$ cat config.mk
export PLATFORM = sky130hd
export DESIGN_NAME = fetch_queue
export DESIGN_NICKNAME = d
export VERILOG_FILES = /design/src/rtl/fetch_queue.sv
export SDC_FILE = /design/constraint.sdc
export NUM_CORES = 1
export LEC_CHECK = 0
export ABC_AREA = 1
export ABC_CLOCK_PERIOD_IN_PS = 19400
export BUFFER_PORTS_ARGS = -buffer_cell sky130_fd_sc_hd__buf_2
export CAP_MARGIN = 20
export CORE_AREA = 2 2 197 199
export DETAILED_ROUTE_END_ITERATION = 8
export DIE_AREA = 0 0 199 201
export PLACE_DENSITY = 0.75
export SLEW_MARGIN = 20
export SYNTH_ARGS = -nofsm -noshare
export SYNTH_HDL_FRONTEND = slang
export SYNTH_SLANG_ARGS = --single-unit
$ cat constraint.sdc
create_clock -name clk -period 19.4 [get_ports clk]
set_input_delay 1.94 -clock clk [delete_from_list [all_inputs] [get_ports clk]]
set_output_delay 1.94 -clock clk [all_outputs]
set_load 0.03 [all_outputs]
$ cat src/rtl/fetch_queue.sv
// Instruction-fetch stage: owns the PC, fetches from imem and buffers {instr, pc, pc+4} for decode.
// Optional statistics counters enabled with `define FETCH_QUEUE_STATS_EN.
module fetch_queue #(
  parameter int          DEPTH    = 4,
  parameter logic [31:0] RESET_PC = 32'h0000_0000
) (
  input  logic                     clk,
  input  logic                     rst,
  output logic [31:0]              imem_addr,
  input  logic [31:0]              imem_data,
  input  logic                     redirect_valid,
  input  logic [31:0]              redirect_pc,
  output logic                     out_valid,
  input  logic                     out_ready,
  output logic [31:0]              out_instr,
  output logic [31:0]              out_pc,
  output logic [31:0]              out_pc_plus4,
  output logic [$clog2(DEPTH):0]   count,
  output logic [31:0]              stat_fetched,
  output logic [31:0]              stat_flushed
);

  localparam int PW = $clog2(DEPTH);
  localparam int CW = PW + 1;
  localparam logic [CW-1:0] DEPTH_C = CW'(DEPTH);

  logic [31:0]   fetchPc;
  logic [PW-1:0] rdPtr;
  logic [PW-1:0] wrPtr;
  logic [CW-1:0] countQ;
  logic [31:0]   instrMem   [DEPTH];
  logic [31:0]   pcMem      [DEPTH];
  logic [31:0]   pcPlus4Mem [DEPTH];

  logic pop;
  logic push;

  assign out_valid = (countQ != '0);
  assign pop       = out_valid & out_ready;
  assign push      = ~redirect_valid & ((countQ < DEPTH_C) | pop);

  assign imem_addr    = fetchPc;
  assign count        = countQ;
  assign out_instr    = instrMem[rdPtr];
  assign out_pc       = pcMem[rdPtr];
  assign out_pc_plus4 = pcPlus4Mem[rdPtr];

  // Fetch / enqueue stage: head outputs read registered storage, never imem_data.
  always_ff @(posedge clk or posedge rst) begin
    if (rst) begin
      fetchPc <= RESET_PC;
      rdPtr   <= '0;
      wrPtr   <= '0;
      countQ  <= '0;
      for (int i = 0; i < DEPTH; i++) begin
        instrMem[i]   <= '0;
        pcMem[i]      <= '0;
        pcPlus4Mem[i] <= '0;
      end
    end else if (redirect_valid) begin
      // Redirect flushes everything, including a same-edge pop handshake.
      fetchPc <= redirect_pc & ~32'h3;
      rdPtr   <= '0;
      wrPtr   <= '0;
      countQ  <= '0;
    end else begin
      if (push) begin
        instrMem[wrPtr]   <= imem_data;
        pcMem[wrPtr]      <= fetchPc;
        pcPlus4Mem[wrPtr] <= fetchPc + 32'd4;
        wrPtr             <= wrPtr + PW'(1);
        fetchPc           <= fetchPc + 32'd4;
      end
      if (pop) begin
        rdPtr <= rdPtr + PW'(1);
      end
      case ({push, pop})
        2'b10:   countQ <= countQ + CW'(1);
        2'b01:   countQ <= countQ - CW'(1);
        default: countQ <= countQ;
      endcase
    end
  end

`ifdef FETCH_QUEUE_STATS_EN
  logic [31:0] statFetched;
  logic [31:0] statFlushed;

  function automatic logic [31:0] satAdd(input logic [31:0] a, input logic [31:0] b);
    logic [32:0] sum;
    sum = {1'b0, a} + {1'b0, b};
    return sum[32] ? 32'hFFFF_FFFF : sum[31:0];
  endfunction

  always_ff @(posedge clk or posedge rst) begin
    if (rst) begin
      statFetched <= '0;
      statFlushed <= '0;
    end else begin
      if (push) begin
        statFetched <= satAdd(statFetched, 32'd1);
      end
      if (redirect_valid) begin
        statFlushed <= satAdd(statFlushed, 32'(countQ));
      end
    end
  end

  assign stat_fetched = statFetched;
  assign stat_flushed = statFlushed;
`else
  assign stat_fetched = 32'h0;
  assign stat_flushed = 32'h0;
`endif

endmodule

==> results of run 1 <==
## layer usage
metal	global-route usage	vias up	wire length, µm
met5	0	-	8
met4	0.09995	2	1617
met3	0.03612	94	3695
met2	0.4153	662	24210
met1	0.3620	7807	22190
li1	-	7533	-
## final timing paths
| kind | from | endpoint | cells past startpoint |
|---|---|---|---|
| max in group asynchronous | rst | instrMem[124] | 4 |
| setup / recovery | rdPtr[0] | out_pc_plus4[13] | 6 |
| setup reg to reg | count[2] | pcMem[105] | 7 |
| min in group asynchronous | rst | pcPlus4Mem[89] | 2 |
| hold / removal | pcPlus4Mem[36] | pcPlus4Mem[36] | 2 |
| hold reg to reg | pcPlus4Mem[36] | pcPlus4Mem[36] | 2 |
## through the flow
| stage | total power [µW] | cells | util | setup slack (ns) |
|---|---|---|---|---|
| floorplan | 2156 | 2349 | - | 6.194 |
| CTS | 3392 | 2940 | 0.5566 | 13.62 |
| global placement | 2435 | 2856 | 0.5150 | 14.29 |
| detailed placement | 2479 | 2856 | 0.5150 | 14.27 |
| finish | 3382 | 2941 | 0.5573 | 13.62 |
| global route | 3592 | 2941 | 0.5573 | 13.47 |
## worst max-delay path, cell delays in order, from the launching register on
cell and delay [ns]:
dfrtp_4 0.69, inv_4 0.70, buf_4 0.68, buf_12 0.30
o21ai_0 0.13, o22ai_1 0.38, buf_2 0.28
## final cells by class
| class | count | share of cell area |
|---|---|---|
| flip-flops and latches | 405 | 0.4775 |
| multi-input cells | 1632 | 0.3484 |
| clock buffers | 67 | 0.06458 |
| repair buffers | 205 | 0.05073 |
| well taps | 518 | 0.03052 |
| inverters | 97 | 0.01821 |
| clock inverters | 17 | 0.01008 |
## cell families (layout without fill, tap and decap cells)
group	Yosys count	count (layout)	share of synthesized area
buffers and inverters	312	386	0.08113
AOI/OAI and AO/OA	606	606	0.1720
xor gates and xnor gates	9	9	0.005391
other	1	70	0.0001995
DFF	405	405	0.5391
and+or+nand+nor	941	941	0.1977
adders and majority gates	6	6	0.004393
## state kept, by name, summed over array words and instances, names as in the netlist
name / flops
pcPlus4Mem: 120
instrMem: 128
imem_addr: 30
wrPtr: 2
count: 3
rdPtr: 2
pcMem: 120
## placed cells by master (no fill, tap or decap), types with 4 or more instances in the layout
cell type,netlist,layout
a22oi_1,23,23
conb_1,1,70
buf_4,75,12
inv_1,90,88
ha_1,5,5
clkbuf_1,88,8
nor2_1,224,224
o22ai_1,92,92
clkinv_2,0,11
o21a_1,4,4
clkbuf_8,0,12
dfrtp_1,405,403
xor2_1,6,6
nand3_1,39,39
o21ai_0,471,471
o21ai_1,8,8
bufinv_16,0,5
nand2_1,654,654
inv_4,1,6
nor2_4,11,11
buf_2,44,191
clkbuf_16,0,47
o211ai_1,6,6
## power groups by stage
stage / sequential [µW] / clock [µW] / combinational [µW]
after floorplan: 1340 / 0 / 812
after global placement: 1360 / 0 / 1070
after detailed placement: 1380 / 0 / 1100
after CTS: 1370 / 916 / 1110
after global routing: 1410 / 952 / 1230
final: 1370 / 902 / 1110
==> results.md, run 1 <==
- Clock sink count: 405
- Post-CTS resize count: 0
- Horiz. Die Dim: 199 µm
- Mean area per synthesized cell: 8.245 µm²
- Rows: 72
- Port bufs: 191
- Drt total wl: 51.72 mm
- Main synth FF type: dfrtp_1
- Flop2flop setup slack: 16.46 ns
- Sw Pwr: 1319 µW
- Worst IR Drop VDD: 0.09746 mV
- Largest net degree at the start of global routing: 121
- Total leakage power: 0.01053 µW
- Worst setup SP type: register
- Vias in the first global route: 15,250
- Slew HR: 0.2300
- Post-Route Setup TNS: 0 ns
- Slew Viols, Final: 0
- Vias: 16,100
- Total CTS buffers: 45
- Top cell type's share of synthesized area: 0.5391
- Net Sw Frac: 0.3899
- Final #Nets: 2,460
- Critical Path RT: 17.46 ns
- CP max FO: 80
- HP Class: register to register
- Most frequent cell after synthesis: nand2_1
- Fraction of layout cells with a size suffix above 1: 0.1300
- Final Wtd Congestion: 0.9210
- DRC violation count after routing: 0
- Clock Power Share: 0.267
- Die Area: 40,000 µm²
- Synthesis-stage register bit count: 405
- GRT overflow: 0
- Post-DP HPWL: 30.61 mm
- Global-route wire length before repair: 82.28 mm
- Overall routing resource usage: 0.2604
- RSZ-0062 raised after global routing: false
- Synth cell count leaders: 654 x nand2_1, 471 x o21ai_0, 405 x dfrtp_1
- Hold Vio Cnt, Final: 0
- Clock Latency Late Sink: 0.57 ns
- Fin Hold WS: 0.4685 ns
- Yosys warnings: 0
- CTS clock-pin slew for the worst setup and hold paths: 0.06 ns
- CTS Root Cell: clkbuf_16
- Number of flops mapped to enable cells by yosys: 0
- Combinational power share: 0.328
- CP arrival: 3.84 ns
- Skew final: 0.02507 ns
- Cells after Synth: 2,280
- Layout fillers: 3,497
- CTS tree: yes
- Via/cell ratio: 5.474
- Synth cell types: 32
- Placed cell area: 19,630 µm²
- Synthesized cell area: 18,800 µm²
- Max cap viols: 0
- Initial core utilization: 0.4933
- Ys async rst share: 1.000
- Final Cycle Share: 0.2980
- CTS HTree Levels: 2
- Share of the yosys chip area belonging to registers: 0.5391
- N_diodes: 0
- Antenna Nets Post-Route: 0
- Core region area: 38,110 µm²
- Max Root-Sink Buffers: 3
- Hold Buf Count CTS: 0
- Initial drt markers: 1,551
- Die Ht: 201 µm
- Top cells by area, synth: dfrtp_1 54%, nand2_1 13%, o21ai_0 13%, nor2_1 4.5%, o22ai_1 3.1%
- Crit path kind: register to output pin
- Io pins: 264
- Synth-to-layout area growth: 12.96%
- Post-route design area: 21,240 µm²
- Pin slew with the least headroom to its limit: 1.155 ns
- Routed WL per cell: 17.59 µm
- Pwr/cell area: 159.3 nW/µm²
- Sequential power share: 0.405
- Minimum clock period: 5.780 ns
- First drt pass iteration count: 8
- Initial antenna violation count: 1
- Post-CTS setup buffer count: 0
- Area used by multi-input combinational logic: 7398 µm²
- Run status: complete, no violations
- Setup violators final: 0
- Maximum clock rate: 0.1730 GHz
- Reg area: 10,140 µm²
- P_int: 2063 µW
- Crit. End Element: output pin
- Post-synth top area cell: dfrtp_1
No activity file was read; power rests on OpenSTA's default activity.
==> inputs of run 2 (changes only) <==
- ABC_CLOCK_PERIOD_IN_PS: 19400 -> 5800
- clock period: 19.4 -> 5.8 ns (I/O delays scaled with it)
==> results.md, run 2 (same netlist as run 1, synthesis figures left out) <==
- HP Class: input pin to register (was register to register)
- Fraction of layout cells with a size suffix above 1: 0.1275 (was 0.1300)
- Die Ht: 201 µm (unchanged)
- Via/cell ratio: 5.494 (was 5.474)
- GRT overflow: 0 (unchanged)
- Post-CTS setup buffer count: 0 (unchanged)
- DRC violation count after routing: 0 (unchanged)
- Fin Hold WS: 0.2495 ns (was 0.4685 ns)
- Crit. End Element: output pin (unchanged)
- Port bufs: 191 (unchanged)
- Max Root-Sink Buffers: 3 (unchanged)
- CTS Root Cell: clkbuf_16 (unchanged)
- Slew Viols, Final: 0 (unchanged)
- Pwr/cell area: 530.0 nW/µm² (was 159.3 nW/µm²)
- Initial antenna violation count: 1 (unchanged)
- Placed cell area: 19,690 µm² (was 19,630 µm²)
- CP arrival: 3.54 ns (was 3.84 ns)
- Area used by multi-input combinational logic: 7398 µm² (unchanged)
- Met3 usage: 0.04015 (was 0.03612)
- Maximum clock rate: 0.2425 GHz
- Initial core utilization: 0.4933 (unchanged)
- Post-layout util: 0.5573 (unchanged)
- Commonest cells after routing, fill and taps aside: 654 x nand2_1, 471 x o21ai_0, 403 x dfrtp_1 (unchanged)
- Routed WL per cell: 17.65 µm (was 17.59 µm)
- RSZ-0062 raised after global routing: false (unchanged)
- Crit path kind: register to output pin (unchanged)
- Clock sink count: 405 (unchanged)
- Leading cell type in the layout, fill and taps excluded: nand2_1 (unchanged)
- Die Area: 40,000 µm² (unchanged)
- Setup crit start: rdPtr[0] (unchanged)
- GRT busiest layer: met2 (unchanged)
- Slew HR: 0.2489 (was 0.2300)
- Skew final: 0.01582 ns (was 0.02507 ns)
- Critical Path RT: 5.22 ns (was 17.46 ns)
- Horiz. Die Dim: 199 µm (unchanged)
- Vias in the first global route: 15,290 (was 15,250)
- Initial drt markers: 1,493 (was 1,551)
- CP max FO: 96 (was 80)
- Reg area: 10,140 µm² (unchanged)
- CTS clock-pin slew for the worst setup and hold paths: 0.06 ns (about the same)
- Slowest stage delay, CP: 1.09 ns (was 0.70 ns)
- Post-DP HPWL: 31.04 mm (was 30.61 mm)
- Io pins: 264 (unchanged)
- Total power: 11,250 µW (was 3382 µW)
- Global-route wire length before repair: 82.66 mm (was 82.28 mm)
- CP max-delay cell: dfrtp_4 (was inv_4)
- Largest net degree at the start of global routing: 190 (was 121)
- GRT met2 Usage: 0.4087 (was 0.4153)
- N_diodes: 0 (unchanged)
- Hold Vio Cnt, Final: 0 (unchanged)
- Biggest regs: instrMem x128, pcMem x120, pcPlus4Mem x120 (unchanged)
- Total CTS buffers: 45 (unchanged)
- Final Wtd Congestion: 0.9072 (was 0.9210)
- Worst IR Drop VDD: 0.4045 mV (was 0.09746 mV)
- Worst setup SP type: register (unchanged)
- Max cap viols: 0 (unchanged)
- Run status: complete, no violations (unchanged)
- CTS HTree Levels: 2 (unchanged)
- Clock Latency Late Sink: 0.57 ns (about the same)
- Post-route design area: 21,240 µm² (unchanged)
- Reg2Reg Launch Point: rdPtr[0] (was count[2])
- Minimum clock period: 4.124 ns
- Hold path start: redirect_pc[25] (was pcPlus4Mem[36])
- Cell chain of the critical path: buf_4, o21ai_0, o22ai_1, buf_2 (was inv_4, buf_4, buf_12, o21ai_0, o22ai_1, buf_2)
- Layout fillers: 3,511 (was 3,497)
- Core region area: 38,110 µm² (unchanged)
- Rows: 72 (unchanged)
- Top reg by flops: instrMem (unchanged)
- CTS tree: yes (unchanged)
- Max FFs per register: 128 (unchanged)
- Synth-to-layout area growth: 12.96% (unchanged)
- Final #Nets: 2,462 (was 2,460)
- Met1 Usage GRT: 0.3608 (was 0.3620)
- Overall routing resource usage: 0.2609 (was 0.2604)
- Final Cycle Share: 0.7110
- Setup violators final: 0 (unchanged)
- Vias: 16,160 (was 16,100)
- Pin slew with the least headroom to its limit: 1.127 ns (was 1.155 ns)
- Total leakage power: 0.01051 µW (was 0.01053 µW)
- Drt total wl: 51.90 mm (was 51.72 mm)
- First drt pass iteration count: 5 (was 8)
- Antenna Nets Post-Route: 0 (unchanged)
- Post-Route Setup TNS: 0 ns (unchanged)
## run 2: cell types whose count changed in the layout (fill, tap and decap cells not counted), moves of 2 or more
cell | before | now
clkinv_2 | 11 | 5
clkbuf_1 | 8 | 13
buf_12 | 1 | 4
clkbuf_8 | 12 | 10
clkinvlp_4 | 0 | 2
inv_4 | 6 | 4
inv_6 | 1 | 3
## run 2: worst paths after layout
path | to | slack (ns) | cells after the start
max | out_pc_plus4[4] | 1.68 | 4
min | imem_addr[25] | 0.25 | 3
max reg2reg | rdPtr[1] | 3.08 | 5
min reg2reg | pcPlus4Mem[68] | 0.47 | 2
max in group asynchronous | pcMem[44] | 3.88 | 4
min in group asynchronous | instrMem[2] | 0.56 | 3
## run 2: layout make-up
class | instances | area share
well taps | 518 | 0.03052
clock inverters | 12 | 0.008013
flip-flops and latches | 405 | 0.4775
clock buffers | 70 | 0.06416
inverters | 97 | 0.01827
repair buffers | 207 | 0.05315
multi-input cells | 1632 | 0.3484
## run 2: report_power, final
part	internal [µW]	switching [µW]
clock network	1790	1150
registers	3940	675
logic	1110	2590
## run 2: stage by stage
stage	setup slack [ns]	instances
3_3_place_gp	2.322	2858
4_1_cts	1.636	2941
5_1_grt	1.487	2941
3_5_place_dp	2.264	2858
2_1_floorplan	-0.2357	2349
6_report	1.676	2941
## run 2: worst max-delay path, delay by kind of cell (launching register included)
kind | cells | cell delay, ns
DFF | 1 | 1.09
buffers and inverters | 2 | 1.21
AOI/OAI and AO/OA | 2 | 0.64
## run 2: timing repair
| item | CTS | global route |
|---|---|---|
| endpoints found under the setup margin | 0 | 0 |
| hold buffers | 1 | 0 |
| gates resized for setup | 0 | 0 |
| hold endpoints to repair | 4 | 0 |
## run 2: routing by layer
layer / routed length [µm] / share of wire
met1: 21870 / 0.42
met2: 24130 / 0.46
met3: 3896 / 0.075
met4: 2002 / 0.039
met5: 0 / 0
==> inputs of run 3 (changes only) <==
- ABC_CLOCK_PERIOD_IN_PS: 5800 -> 4100
- clock period: 5.8 -> 4.1 ns (I/O delays scaled with it)
==> results.md, run 3 (same netlist as run 1, synthesis figures left out) <==
- Hold Vio Cnt, Final: 0 (unchanged)
- Total CTS buffers: 43 (was 45)
- Commonest cells after routing, fill and taps aside: 654 x nand2_1, 471 x o21ai_0, 403 x dfrtp_1 (unchanged)
- First drt pass iteration count: 6 (was 5)
- Vias in the first global route: 15,090 (was 15,290)
- Crit path kind: register to output pin (unchanged)
- Minimum setup slack after placement: 1.345 ns (was 2.264 ns)
- Worst Setup Slack, final: 0.9367 ns (was 1.676 ns)
- Initial antenna violation count: 0 (was 1)
- Skew final: 0.01356 ns (was 0.01582 ns)
- Run status: complete, no violations (unchanged)
- Antenna Nets Post-Route: 0 (unchanged)
- Worst IR Drop VDD: 0.4227 mV (was 0.4045 mV)
- Total power: 15,710 µW (was 11,250 µW)
- Core region area: 38,110 µm² (unchanged)
- HP Class: input pin to register (unchanged)
- Via/cell ratio: 5.502 (was 5.494)
- Slew HR: 0.2015 (was 0.2489)
- Io pins: 264 (unchanged)
- Max cap viols: 0 (unchanged)
- Minimum clock period: 3.163 ns
- Setup violators final: 0 (unchanged)
- CP arrival: 2.75 ns (was 3.54 ns)
- Post-DP HPWL: 30.61 mm (was 31.04 mm)
- Die Area: 40,000 µm² (unchanged)
- Leading cell type in the layout, fill and taps excluded: nand2_1 (unchanged)
- Max FFs per register: 128 (unchanged)
- Port bufs: 191 (unchanged)
- Clock sink count: 405 (unchanged)
- Rows: 72 (unchanged)
- Global-route wire length before repair: 80.79 mm (was 82.66 mm)
- Top reg by flops: instrMem (unchanged)
- Initial core utilization: 0.4933 (unchanged)
- DRC violation count after routing: 0 (unchanged)
- Pin slew with the least headroom to its limit: 1.198 ns (was 1.127 ns)
- CTS tree: yes (unchanged)
- Final Cycle Share: 0.7715
- Max Root-Sink Buffers: 3 (unchanged)
- Pwr/cell area: 740.0 nW/µm² (was 530.0 nW/µm²)
- CTS Root Cell: clkbuf_16 (unchanged)
- Post-CTS setup buffer count: 0 (unchanged)
- CTS clock-pin slew for the worst setup and hold paths: 0.06 ns (about the same)
- GRT overflow: 0 (unchanged)
- Vias: 16,190 (was 16,160)
- CTS HTree Levels: 2 (unchanged)
- Drt total wl: 51.44 mm (was 51.90 mm)
- Horiz. Die Dim: 199 µm (unchanged)
- Crit. End Element: output pin (unchanged)
- Initial drt markers: 1,554 (was 1,493)
- Die Ht: 201 µm (unchanged)
- Total leakage power: 0.01051 µW (about the same)
- Final #Nets: 2,466 (was 2,462)
- CP max FO: 92 (was 96)
- Hold-critical path depth: 3 (unchanged)
- Slew Viols, Final: 0 (unchanged)
- Biggest regs: instrMem x128, pcMem x120, pcPlus4Mem x120 (unchanged)
- Maximum clock rate: 0.3161 GHz
- Fraction of layout cells with a size suffix above 1: 0.1283 (was 0.1275)
- Overall routing resource usage: 0.2567 (was 0.2609)
- Synth-to-layout area growth: 12.91% (was 12.96%)
- Routed WL per cell: 17.48 µm (was 17.65 µm)
- Final Wtd Congestion: 0.9041 (was 0.9072)
- Clock Latency Late Sink: 0.56 ns (was 0.57 ns)
- Largest net degree at the start of global routing: 186 (was 190)
- RSZ-0062 raised after global routing: false (unchanged)
- Path depth of the worst reg2reg path: 7 (was 5)
- Worst setup SP type: register (unchanged)
- Post-layout util: 0.5570 (was 0.5573)
- Critical Path RT: 3.69 ns (was 5.22 ns)
[run 3: power by group]
part           total, µW  switching (µW)  internal [µW]
registers           6460             878           5580
clock network       3950            1570           2380
logic               5300            3720           1580
total              15700            6170           9540
[run 3: final timing paths]
path | startpoint | to | slack, ns
max | rdPtr[1] | out_pc_plus4[4] | 0.94
min | redirect_pc[18] | imem_addr[18] | 0.09
max reg2reg | wrPtr[0] | pcPlus4Mem[11] | 1.53
min reg2reg | pcPlus4Mem[68] | pcPlus4Mem[68] | 0.47
max in group asynchronous | rst | pcMem[57] | 2.38
min in group asynchronous | rst | pcPlus4Mem[95] | 0.37
[run 3: metal layers]
metal,global-route usage,wire length [µm],share of wire
met5,0,0,0
met4,0.1098,1843,0.036
met3,0.03847,4318,0.084
met2,0.3987,23700,0.46
met1,0.3599,21590,0.42
[run 3: worst max-delay path, stage by stage (launching register included)]
cell and delay, ns:
dfrtp_2 0.36, buf_4 0.90, o21ai_0 0.23, o22ai_1 0.39, buf_2 0.28
[run 3: through the flow]
| stage | instance area (µm²) | std cells | TNS, ns | hold WS (ns) |
|---|---|---|---|---|
| after floorplan | 19060 | 2349 | -715.11 | 0.4366 |
| after global placement | 19770 | 2864 | 0 | 0.4014 |
| after detailed placement | 19770 | 2864 | 0 | 0.4024 |
| after CTS | 21220 | 2942 | 0 | 0.05652 |
| after global routing | 21220 | 2942 | 0 | 0.07698 |
| final | 21230 | 2943 | 0 | 0.08807 |
[run 3: repair_timing]
action                                 in CTS  in global routing
hold buffers                                1                  0
resized for setup                           0                  0
endpoints found under the hold margin       8                  0
[run 3: area by class of cell]
class                      count  area [µm²]
fill                        3428       16880
clock buffer                  71        1364
antenna                        1       2.502
timing repair buffer         213        1211
tap                          518       648.1
sequential                   405       10140
inverter                      97       382.9
clock inverter                 6       80.08
multi-input combinational   1632        7398
